[src/rtl/hdmi_colorbar_src.sv]
// rtl/hdmi_colorbar_src.sv - raster timing and test-pattern source for the HDMI transmit stage
//
// Purpose: free-running h/v counters produce hsync/vsync/rgb_valid and a
// selectable 8-bit RGB test pattern. It also produces pixel coordinates and a
// frame-start strobe. Every output is registered from the counter state of the
// previous clock, so all outputs are mutually cycle-aligned.
//
// Ports:
//   vga_clk      in   pixel clock
//   sys_rst_n    in   asynchronous active-low reset
//   pat_sel      in   [1:0]  0 colorbar, 1 gray ramp, 2 checkerboard, 3 solid
//   solid_rgb    in   [23:0] {R,G,B} used when pat_sel=3
//   hsync        out  horizontal sync (SYNC_POL during pulse)
//   vsync        out  vertical sync (SYNC_POL during pulse)
//   rgb_valid    out  active video
//   rgb_red      out  [7:0]
//   rgb_green    out  [7:0]
//   rgb_blue     out  [7:0]
//   pix_x        out  [11:0] active column, 0 outside active video
//   pix_y        out  [11:0] active row, 0 outside active video
//   frame_start  out  one-clock pulse for h_cnt=0, v_cnt=0

module hdmi_colorbar_src #(
    parameter int   H_SYNC   = 96,
    parameter int   H_BACK   = 48,
    parameter int   H_VALID  = 640,
    parameter int   H_FRONT  = 16,
    parameter int   V_SYNC   = 2,
    parameter int   V_BACK   = 33,
    parameter int   V_VALID  = 480,
    parameter int   V_FRONT  = 10,
    parameter logic SYNC_POL = 1'b1
) (
    input  logic        vga_clk,
    input  logic        sys_rst_n,
    input  logic [1:0]  pat_sel,
    input  logic [23:0] solid_rgb,
    output logic        hsync,
    output logic        vsync,
    output logic        rgb_valid,
    output logic [7:0]  rgb_red,
    output logic [7:0]  rgb_green,
    output logic [7:0]  rgb_blue,
    output logic [11:0] pix_x,
    output logic [11:0] pix_y,
    output logic        frame_start
);

    localparam logic [11:0] H_LAST     = 12'(H_SYNC + H_BACK + H_VALID + H_FRONT - 1);
    localparam logic [11:0] V_LAST     = 12'(V_SYNC + V_BACK + V_VALID + V_FRONT - 1);
    localparam logic [11:0] H_SYNC_END = 12'(H_SYNC);
    localparam logic [11:0] V_SYNC_END = 12'(V_SYNC);
    localparam logic [11:0] HA_START   = 12'(H_SYNC + H_BACK);
    localparam logic [11:0] HA_END     = 12'(H_SYNC + H_BACK + H_VALID);
    localparam logic [11:0] VA_START   = 12'(V_SYNC + V_BACK);
    localparam logic [11:0] VA_END     = 12'(V_SYNC + V_BACK + V_VALID);
    localparam logic [11:0] BAR_LAST   = 12'(H_VALID / 8 - 1);

    logic [11:0] h_cnt_q, h_cnt_d;
    logic [11:0] v_cnt_q, v_cnt_d;
    logic [11:0] bar_cnt_q, bar_cnt_d;
    logic [2:0]  bar_idx_q, bar_idx_d;
    logic [1:0]  pat_q;
    logic [23:0] solid_q;

    logic        hsync_q, vsync_q, valid_q, sof_q;
    logic [23:0] rgb_q, rgb_d;
    logic [11:0] pix_x_q, pix_y_q;

    logic        h_wrap, h_act, v_act, act, sof;
    logic        hs_d, vs_d;
    logic [11:0] px_d, py_d;
    logic [23:0] bar_rgb;

    always_comb begin
        h_wrap  = (h_cnt_q == H_LAST);
        h_cnt_d = h_wrap ? 12'd0 : h_cnt_q + 12'd1;
        v_cnt_d = v_cnt_q;
        if (h_wrap) begin
            v_cnt_d = (v_cnt_q == V_LAST) ? 12'd0 : v_cnt_q + 12'd1;
        end
    end

    always_comb begin
        h_act = (h_cnt_q >= HA_START) && (h_cnt_q < HA_END);
        v_act = (v_cnt_q >= VA_START) && (v_cnt_q < VA_END);
        act   = h_act && v_act;
        sof   = (h_cnt_q == 12'd0) && (v_cnt_q == 12'd0);
        hs_d  = (h_cnt_q < H_SYNC_END) ? SYNC_POL : ~SYNC_POL;
        vs_d  = (v_cnt_q < V_SYNC_END) ? SYNC_POL : ~SYNC_POL;
        px_d  = act ? h_cnt_q - HA_START : 12'd0;
        py_d  = act ? v_cnt_q - VA_START : 12'd0;
    end

    // Bar position tracks the current h_cnt: it is held at zero outside the
    // active span, so the first active pixel of every line is bar 0 without
    // any division of pix_x.
    always_comb begin
        bar_cnt_d = 12'd0;
        bar_idx_d = 3'd0;
        if (h_act) begin
            if (bar_cnt_q == BAR_LAST) begin
                bar_cnt_d = 12'd0;
                bar_idx_d = bar_idx_q + 3'd1;
            end else begin
                bar_cnt_d = bar_cnt_q + 12'd1;
                bar_idx_d = bar_idx_q;
            end
        end
    end

    always_comb begin
        bar_rgb = 24'h000000;
        case (bar_idx_q)
            3'd0: bar_rgb = 24'hFFFFFF;
            3'd1: bar_rgb = 24'hFFFF00;
            3'd2: bar_rgb = 24'h00FFFF;
            3'd3: bar_rgb = 24'h00FF00;
            3'd4: bar_rgb = 24'hFF00FF;
            3'd5: bar_rgb = 24'hFF0000;
            3'd6: bar_rgb = 24'h0000FF;
            default: bar_rgb = 24'h000000;
        endcase
    end

    always_comb begin
        rgb_d = 24'h000000;
        if (act) begin
            case (pat_q)
                2'd0: rgb_d = bar_rgb;
                2'd1: rgb_d = {3{px_d[7:0]}};
                2'd2: rgb_d = (px_d[5] ^ py_d[5]) ? 24'hFFFFFF : 24'h000000;
                default: rgb_d = solid_q;
            endcase
        end
    end

    always_ff @(posedge vga_clk or negedge sys_rst_n) begin
        if (!sys_rst_n) begin
            h_cnt_q   <= 12'd0;
            v_cnt_q   <= 12'd0;
            bar_cnt_q <= 12'd0;
            bar_idx_q <= 3'd0;
            pat_q     <= 2'd0;
            solid_q   <= 24'h000000;
            hsync_q   <= ~SYNC_POL;
            vsync_q   <= ~SYNC_POL;
            valid_q   <= 1'b0;
            rgb_q     <= 24'h000000;
            pix_x_q   <= 12'd0;
            pix_y_q   <= 12'd0;
            sof_q     <= 1'b0;
        end else begin
            h_cnt_q   <= h_cnt_d;
            v_cnt_q   <= v_cnt_d;
            bar_cnt_q <= bar_cnt_d;
            bar_idx_q <= bar_idx_d;
            // Pattern controls are only taken at frame start (never active
            // video), so a mid-frame change cannot tear the picture.
            if (sof) begin
                pat_q   <= pat_sel;
                solid_q <= solid_rgb;
            end
            hsync_q   <= hs_d;
            vsync_q   <= vs_d;
            valid_q   <= act;
            rgb_q     <= rgb_d;
            pix_x_q   <= px_d;
            pix_y_q   <= py_d;
            sof_q     <= sof;
        end
    end

    assign hsync       = hsync_q;
    assign vsync       = vsync_q;
    assign rgb_valid   = valid_q;
    assign rgb_red     = rgb_q[23:16];
    assign rgb_green   = rgb_q[15:8];
    assign rgb_blue    = rgb_q[7:0];
    assign pix_x       = pix_x_q;
    assign pix_y       = pix_y_q;
    assign frame_start = sof_q;

endmodule

[config.mk]
export PLATFORM = sky130hd
export DESIGN_NAME = hdmi_colorbar_src
export DESIGN_NICKNAME = d
export VERILOG_FILES = /design/src/rtl/hdmi_colorbar_src.sv
export SDC_FILE = /design/constraint.sdc
export NUM_CORES = 1
export LEC_CHECK = 0
export CORE_ASPECT_RATIO = 1.2
export CORE_MARGIN = 2
export CORE_UTILIZATION = 30
export DETAILED_ROUTE_END_ITERATION = 8
export HOLD_SLACK_MARGIN = 0.06
export PLACE_DENSITY = 0.5
export SYNTH_ARGS = -nofsm -noshare
export SYNTH_HDL_FRONTEND = slang
export SYNTH_SLANG_ARGS = --single-unit
[constraint.sdc]
create_clock -name vga_clk -period 2.8 [get_ports vga_clk]
set_input_delay 0.56 -clock vga_clk [delete_from_list [all_inputs] [get_ports vga_clk]]
set_output_delay 0.56 -clock vga_clk [all_outputs]
set_load 0.005 [all_outputs]
# [Yosys cells after proc, flatten, opt, wreduce, memory -nomap -nowiden]
# Cells that the tools add are included.
# Widths: inputs -> output; s select.
[totals] reg_bits=117 latchBits=0 out_inout_bits=52 memories=0 mem_bits_rw=0 rom_bits=0
[classes] shifts=0 n_addsub=6 n_mux=14 mul=0 eq_ne=12 n_div=0 n_reduce_logical=8 bitwise=1 order_cmp=6
[op_table] cell="$pmux 24 s7" count=1
[op_table] cell="$mux 12" count=6
[op_table] cell="$pmux 24 s3" count=1
[op_table] cell="$mux 24" count=2
[op_table] cell="$add 12x1->12 const B" count=3
[op_table] cell="$eq 12x10->1 const B" count=2
[op_table] cell="$logic_not 12->1" count=2
[op_table] cell="$lt 12x10->1 const B" count=2
[op_table] cell="$eq 12x7->1 const B" count=1
[op_table] cell="$ge 12x6->1 const B" count=1
[op_table] cell="$ge 12x8->1 const B" count=1
[op_table] cell="$lt 12x2->1 const B" count=1
[op_table] cell="$lt 12x7->1 const B" count=1
[op_table] cell="$sub 12x6->12 const B" count=1
[op_table] cell="$sub 12x8->12 const B" count=1
[op_table] cell="$eq 3x3->1 const B" count=3
[op_table] cell="$eq 3x2->1 const B" count=2
[op_table] cell="$mux 3" count=2
[op_table] cell="$logic_and 1x1->1" count=4
[op_table] cell="$add 3x1->3 const B" count=1
[op_table] cell="$eq 3x1->1 const B" count=1
[op_table] cell="$logic_not 3->1" count=1
[op_table] cell="$eq 2x1->1 const B" count=1
[op_table] cell="$eq 2x2->1 const B" count=1
[op_table] cell="other kinds (4)" count=5

# [Depth between registers and ports, before layout]
[logic_depth] word_depth=8 depth_mapped=9

# [Worst setup path before layout]
# Ideal clock, no wire load.
[synth_timing] kind="register -> register" from="register h_cnt_q[4]" to="register pix_y_q[0] (netlist: pix_y[0])" setup_time_ps=128 path_slack_ps=590 t_arrival_ps=2082 stages_incl_launch_ff=10 path_buffers=2 period_less_slack_ps=2210 path_cell_list="dfrtp_1 inv_1 ha_1 nor2b_1 o21ai_0 o211ai_1 or2_1 buf_2 buf_4 nor2_1"
[synth_between] elab_chain_cells=4 elab_cells_between_ends=5 cone_classes="order compare: 2; mux: 1; reduce/logical: 2"
[synth_rtl] item="start: declaration" line="59" text="logic [11:0] h_cnt_q, h_cnt_d;"
[synth_rtl] item="start signal: assignment" line="154" text="h_cnt_q <= h_cnt_d;"
[synth_rtl] item="$ge 12x8->1 or $lt 12x10->1 (tied branches)" line="85" text="h_act = (h_cnt_q >= HA_START) && (h_cnt_q < HA_END);"
[synth_rtl] item="$logic_and 1x1->1 *" line="85"
[synth_rtl] item="$logic_and 1x1->1 *" line="87" text="act = h_act && v_act;"
[synth_rtl] item="$mux 12 *" line="92" text="py_d = act ? v_cnt_q - VA_START : 12'd0;"
[synth_rtl] item="named net py_d[0]" line="72" text="logic [11:0] px_d, py_d;"
[synth_rtl] item="end signal: assignment" line="169" text="pix_y_q <= py_d;"
[synth_rtl] item="end: declaration" line="68" text="logic [11:0] pix_x_q, pix_y_q;"
# Mark *: on every way through the listed nets, which the timed path passes. The rest lies on a longest branch.
# A chain may end at the register's enable or synchronous reset.

# [Final worst setup path]
[layout_timing] from="register h_cnt_q[4]" to="register rgb_q[17]"
[layout_between] elab_chain_cells=8 elab_cells_between_ends=11 cone_classes="add/sub: 1; order compare: 2; mux: 5; bitwise: 1; reduce/logical: 2"
[layout_rtl] item="$ge 12x8->1 or $lt 12x10->1 (tied branches)" line="85"
[layout_rtl] item="$logic_and 1x1->1" line="85"
[layout_rtl] item="$logic_and 1x1->1" line="87"
[layout_rtl] item="$mux 12, on equally long branches" line="91, 92"
[layout_rtl] item="$xor 1x1->1" line="132" text="2'd2: rgb_d = (px_d[5] ^ py_d[5]) ? 24'hFFFFFF : 24'h000000;"
[layout_rtl] item="$mux 24" line="132"
[layout_rtl] item="$pmux 24 s3" line="129" text="case (pat_q)"
[layout_rtl] item="$mux 24 *" line="128" text="if (act) begin"
[layout_rtl] item="named net rgb_d[17]" line="67" text="logic [23:0] rgb_q, rgb_d;"
[layout_rtl] item="end signal: assignment" line="167" text="rgb_q <= rgb_d;"
[layout_rtl] item="end: declaration" line="67"
# Marked as above.

==> results by group <==
Run status
  – Status: finished, final reports clean

Worst setup path
  – CP endpoint kind: flop
  – R2R Setup Slk: 0.39 ns
  – Worst endpoint required time: 3.15 ns
  – CP Max Fanout: 9
  – Worst R2R Start: h_cnt_q[4]
  – CP Data Arrival Time: 2.76 ns
  – Critical path type: flop to flop
  – Crit. Startpoint: h_cnt_q[4]
  – Startpoint Class: flop

Logic synthesis
  – FF+latch count, synth: 117
  – Synth unique cells: 45
  – Cell Area, Synth: 0.00529 mm2
  – Synth async-reset ratio: 100%
  – Gate Count Post-Synth: 479
  – Synth Flop Type: dfrtp_1
  – Sequential area share after synthesis: 55.4%
  – Syn avg cell area: 11.0 um2
  – EDFF count, synth: 0
  – Net Count, Synth: 520
  – Yosys warns: 0

Global routing
  – Largest net degree at the start of global routing: 49
  – Total GRT Usage: 14.0%
  – Vias in the first global route: 3820
  – GR Overflow Total: 0
  – Initial antenna violation count: 0
  – Global-route wire length before repair: 20.0 mm

Clock network
  – Clock root buffer: clkbuf_16
  – CTS tree: done
  – Num CTS Buffers: 17
  – # H-tree levels: 4
  – Clk Latency, worst-skew pair: 0.42 ns
  – CTS Hold Bufs: 0
  – Number of post-CTS setup repair buffers: 0
  – Clock buffer depth: 2
  – Worst-path clk slew: 0.06 ns
  – CTS Sinks: 117
  – PostCTS Resize Cnt: 0

Drt
  – Final WL: 12.4 mm
  – Iteration-0 DRC Markers: 240
  – DRC viols: 0
  – Routed wire per std cell: 15.5 um
  – DRT antenna net count: 0
  – Routed via count: 3725
  – Vias/cell: 4.69
  – Pre-antenna DRT Iters: 4

Pwr
  – Logic pwr share: 3.4%
  – LEAKAGE: 3.12 nW
  – Sequential share of power: 42.7%
  – Power Dens Cells: 584 mW/mm2
  – Overall Power: 4.04 mW
  – Sw frac: 20.5%
  – Peak supply drop: 416 uV
  – Switching pwr: 829 uW
  – Clock network power share: 54.0%
  – Cell internal pwr: 3.21 mW

Placement
  – Routability cong.: 0.804
  – I/O Buffers: 79
  – Hpwl dp: 8.79 mm

Floorplanning
  – Die Ht: 149 um
  – Core box area: 0.0174 mm2
  – Die area: 0.0187 mm2
  – Ports: 80
  – Starting density of the core: 30.4%
  – Cell row count: 53
  – Chip Width: 125 um

STA
  – Worst slew pin tran: 0.588 ns
  – Final hold violations: 0
  – Max transition margin: 60.8%
  – RSZ-0062 raised after global routing: false
  – Fmax: 414 MHz
  – Fin crit period: 2.41 ns
  – Setup violators final: 0
  – Fin Setup TNS: 0 ns
  – Slew Limit Fails: 0
  – Final setup skew: 0.00869 ns
  – Final worst-path cycle share: 86.2%

Layout
  – Share of layout cells above drive strength 1: 11.5%
  – Filler cells: 1689
  – Number of diodes: 0
  – Area of the multi-input gates: 0.00217 mm2
  – Area growth, synth to finish: 30.8%
  – # nets final: 603
  – Register area: 0.00293 mm2

Min path
  – Min-Delay Path Class: input port to async pin

Flow run
  – Maxcap violations: 0
## cell families (layout without fill, tap and decap cells)
group / after synthesis / count (layout) / synth area share, %
AOI/OAI and AO/OA: 56 / 56 / 8.28
xor gates and xnor gates: 39 / 39 / 6.46
adders and majority gates: 13 / 13 / 3.08
buffers and inverters: 43 / 139 / 3.64
DFF: 117 / 117 / 55.4
muxes: 32 / 32 / 6.67
other: 1 / 1 / 0.0709
and+or+nand+nor: 178 / 178 / 16.4
## final timing paths
kind | endpoint | cells past startpoint
worst max-delay path | rgb_q[17] | 8
worst min register to register | solid_q[14] | 1
min in group vga_clk | solid_q[14] | 1
worst max register to register | rgb_q[17] | 8
max in group asynchronous | pix_x[10] | 2
worst min-delay path | solid_q[6] | 1
## flip-flops by register name, indices dropped and copies added (netlist names)
name and count:
bar_cnt_q 12, solid_q 24, pat_q 2, frame_start 1, rgb_valid 1, pix_y 12, bar_idx_q 3, h_cnt_q 12
vsync 1, pix_x 12, v_cnt_q 12, rgb_q 24, hsync 1
## metal layers
metal | global-route usage [%] | vias to the layer above | share of wire (%)
li1 | - | 1812 | -
met1 | 17.6 | 1810 | 44
met2 | 22.3 | 80 | 50
met3 | 4.25 | 23 | 3.9
met4 | 6.22 | 0 | 2.3
met5 | 0 | - | 0
## layout by cell type, fill, tap and decap left out, drive strengths merged, types with 2 or more instances in the layout
| master | Yosys | layout |
|---|---|---|
| xnor2 | 24 | 24 |
| clkbuf | 15 | 23 |
| nand3 | 15 | 15 |
| and2 | 8 | 8 |
| o211ai | 6 | 6 |
| o21a | 3 | 3 |
| clkdlybuf4s50 | 0 | 78 |
| or3 | 2 | 2 |
| bufinv | 0 | 3 |
| nor3 | 14 | 14 |
| a21oi | 12 | 12 |
| o32ai | 5 | 5 |
| nand2 | 41 | 41 |
| mux2 | 26 | 26 |
| and3 | 9 | 9 |
| clkinv | 0 | 5 |
| nor3b | 2 | 2 |
| inv | 15 | 15 |
| buf | 13 | 14 |
| and4 | 2 | 2 |
| nor2b | 2 | 2 |
| o221a | 12 | 12 |
| dfrtp | 117 | 117 |
| mux2i | 6 | 6 |
| nand2b | 3 | 3 |
| ha | 13 | 13 |
| nor4 | 7 | 7 |
| o31a | 2 | 2 |
| xor2 | 15 | 15 |
| nor2 | 64 | 64 |
| o21ai | 8 | 8 |
| nand4 | 6 | 6 |
| a21o | 5 | 5 |
## metrics by stage
step / hold WS [ns] / worst slack [ns] / cells / area, um2 / util (%)
final: 0.134 / 0.387 / 795 / 6920 / 39.8
after global routing: 0.169 / 0.123 / 795 / 6920 / 39.8
after CTS: 0.148 / 0.364 / 795 / 6920 / 39.8
after detailed placement: 0.474 / 0.402 / 763 / 6330 / 36.4
after global placement: 0.470 / 0.478 / 763 / 6330 / 36.4
after floorplan: 0.264 / 0.590 / 479 / 5290 / -
## power groups by stage
stage / combinational [mW] / sequential (mW) / clock [mW]
global placement: 0.140 / 1.75 / 0
finish: 0.136 / 1.72 / 2.18
detailed placement: 0.140 / 1.75 / 0
global route: 0.153 / 1.73 / 2.33
CTS: 0.141 / 1.72 / 2.24
floorplan: 0.0470 / 1.75 / 0
## Yosys cell counts, types with 3 or more instances
cell type / n / area share (%)
o32ai_1: 5 / 0.83
nand3_1: 15 / 1.4
nor4_1: 6 / 0.71
o221a_2: 12 / 2.6
buf_2: 10 / 0.95
nand2_1: 41 / 2.9
dfrtp_1: 117 / 55
and3_1: 9 / 1.1
nor2_1: 64 / 4.5
inv_1: 15 / 1.1
mux2_1: 20 / 4.3
mux2i_1: 6 / 1.1
o21ai_0: 7 / 0.66
nor3_1: 11 / 1.0
xnor2_1: 24 / 4.0
and2_1: 8 / 0.95
o21a_1: 3 / 0.43
nand2b_1: 3 / 0.35
a21o_1: 5 / 0.71
nand4_1: 6 / 0.71
clkbuf_1: 15 / 1.1
xor2_1: 15 / 2.5
mux2_2: 6 / 1.3
ha_1: 13 / 3.1
o211ai_1: 6 / 0.85
a21oi_1: 12 / 1.1
## worst max-delay path, cell delays in order (launching register included)
cell and delay [ns]:
dfrtp_1 0.48, inv_1 0.13, ha_1 0.25, nor2b_1 0.17
o21ai_0 0.28, o211ai_1 0.13, buf_4 0.19, nor3_2 0.43
o221a_2 0.28
## area by class of cell
type	count	area share (%)
clock buffers	23	6.76
repair buffers	92	13.0
flip-flops and latches	117	42.3
multi-input cells	319	31.3
clock inverters	9	1.83
well taps	220	3.98
inverters	15	0.814
Power figures use the tool's default switching activity.
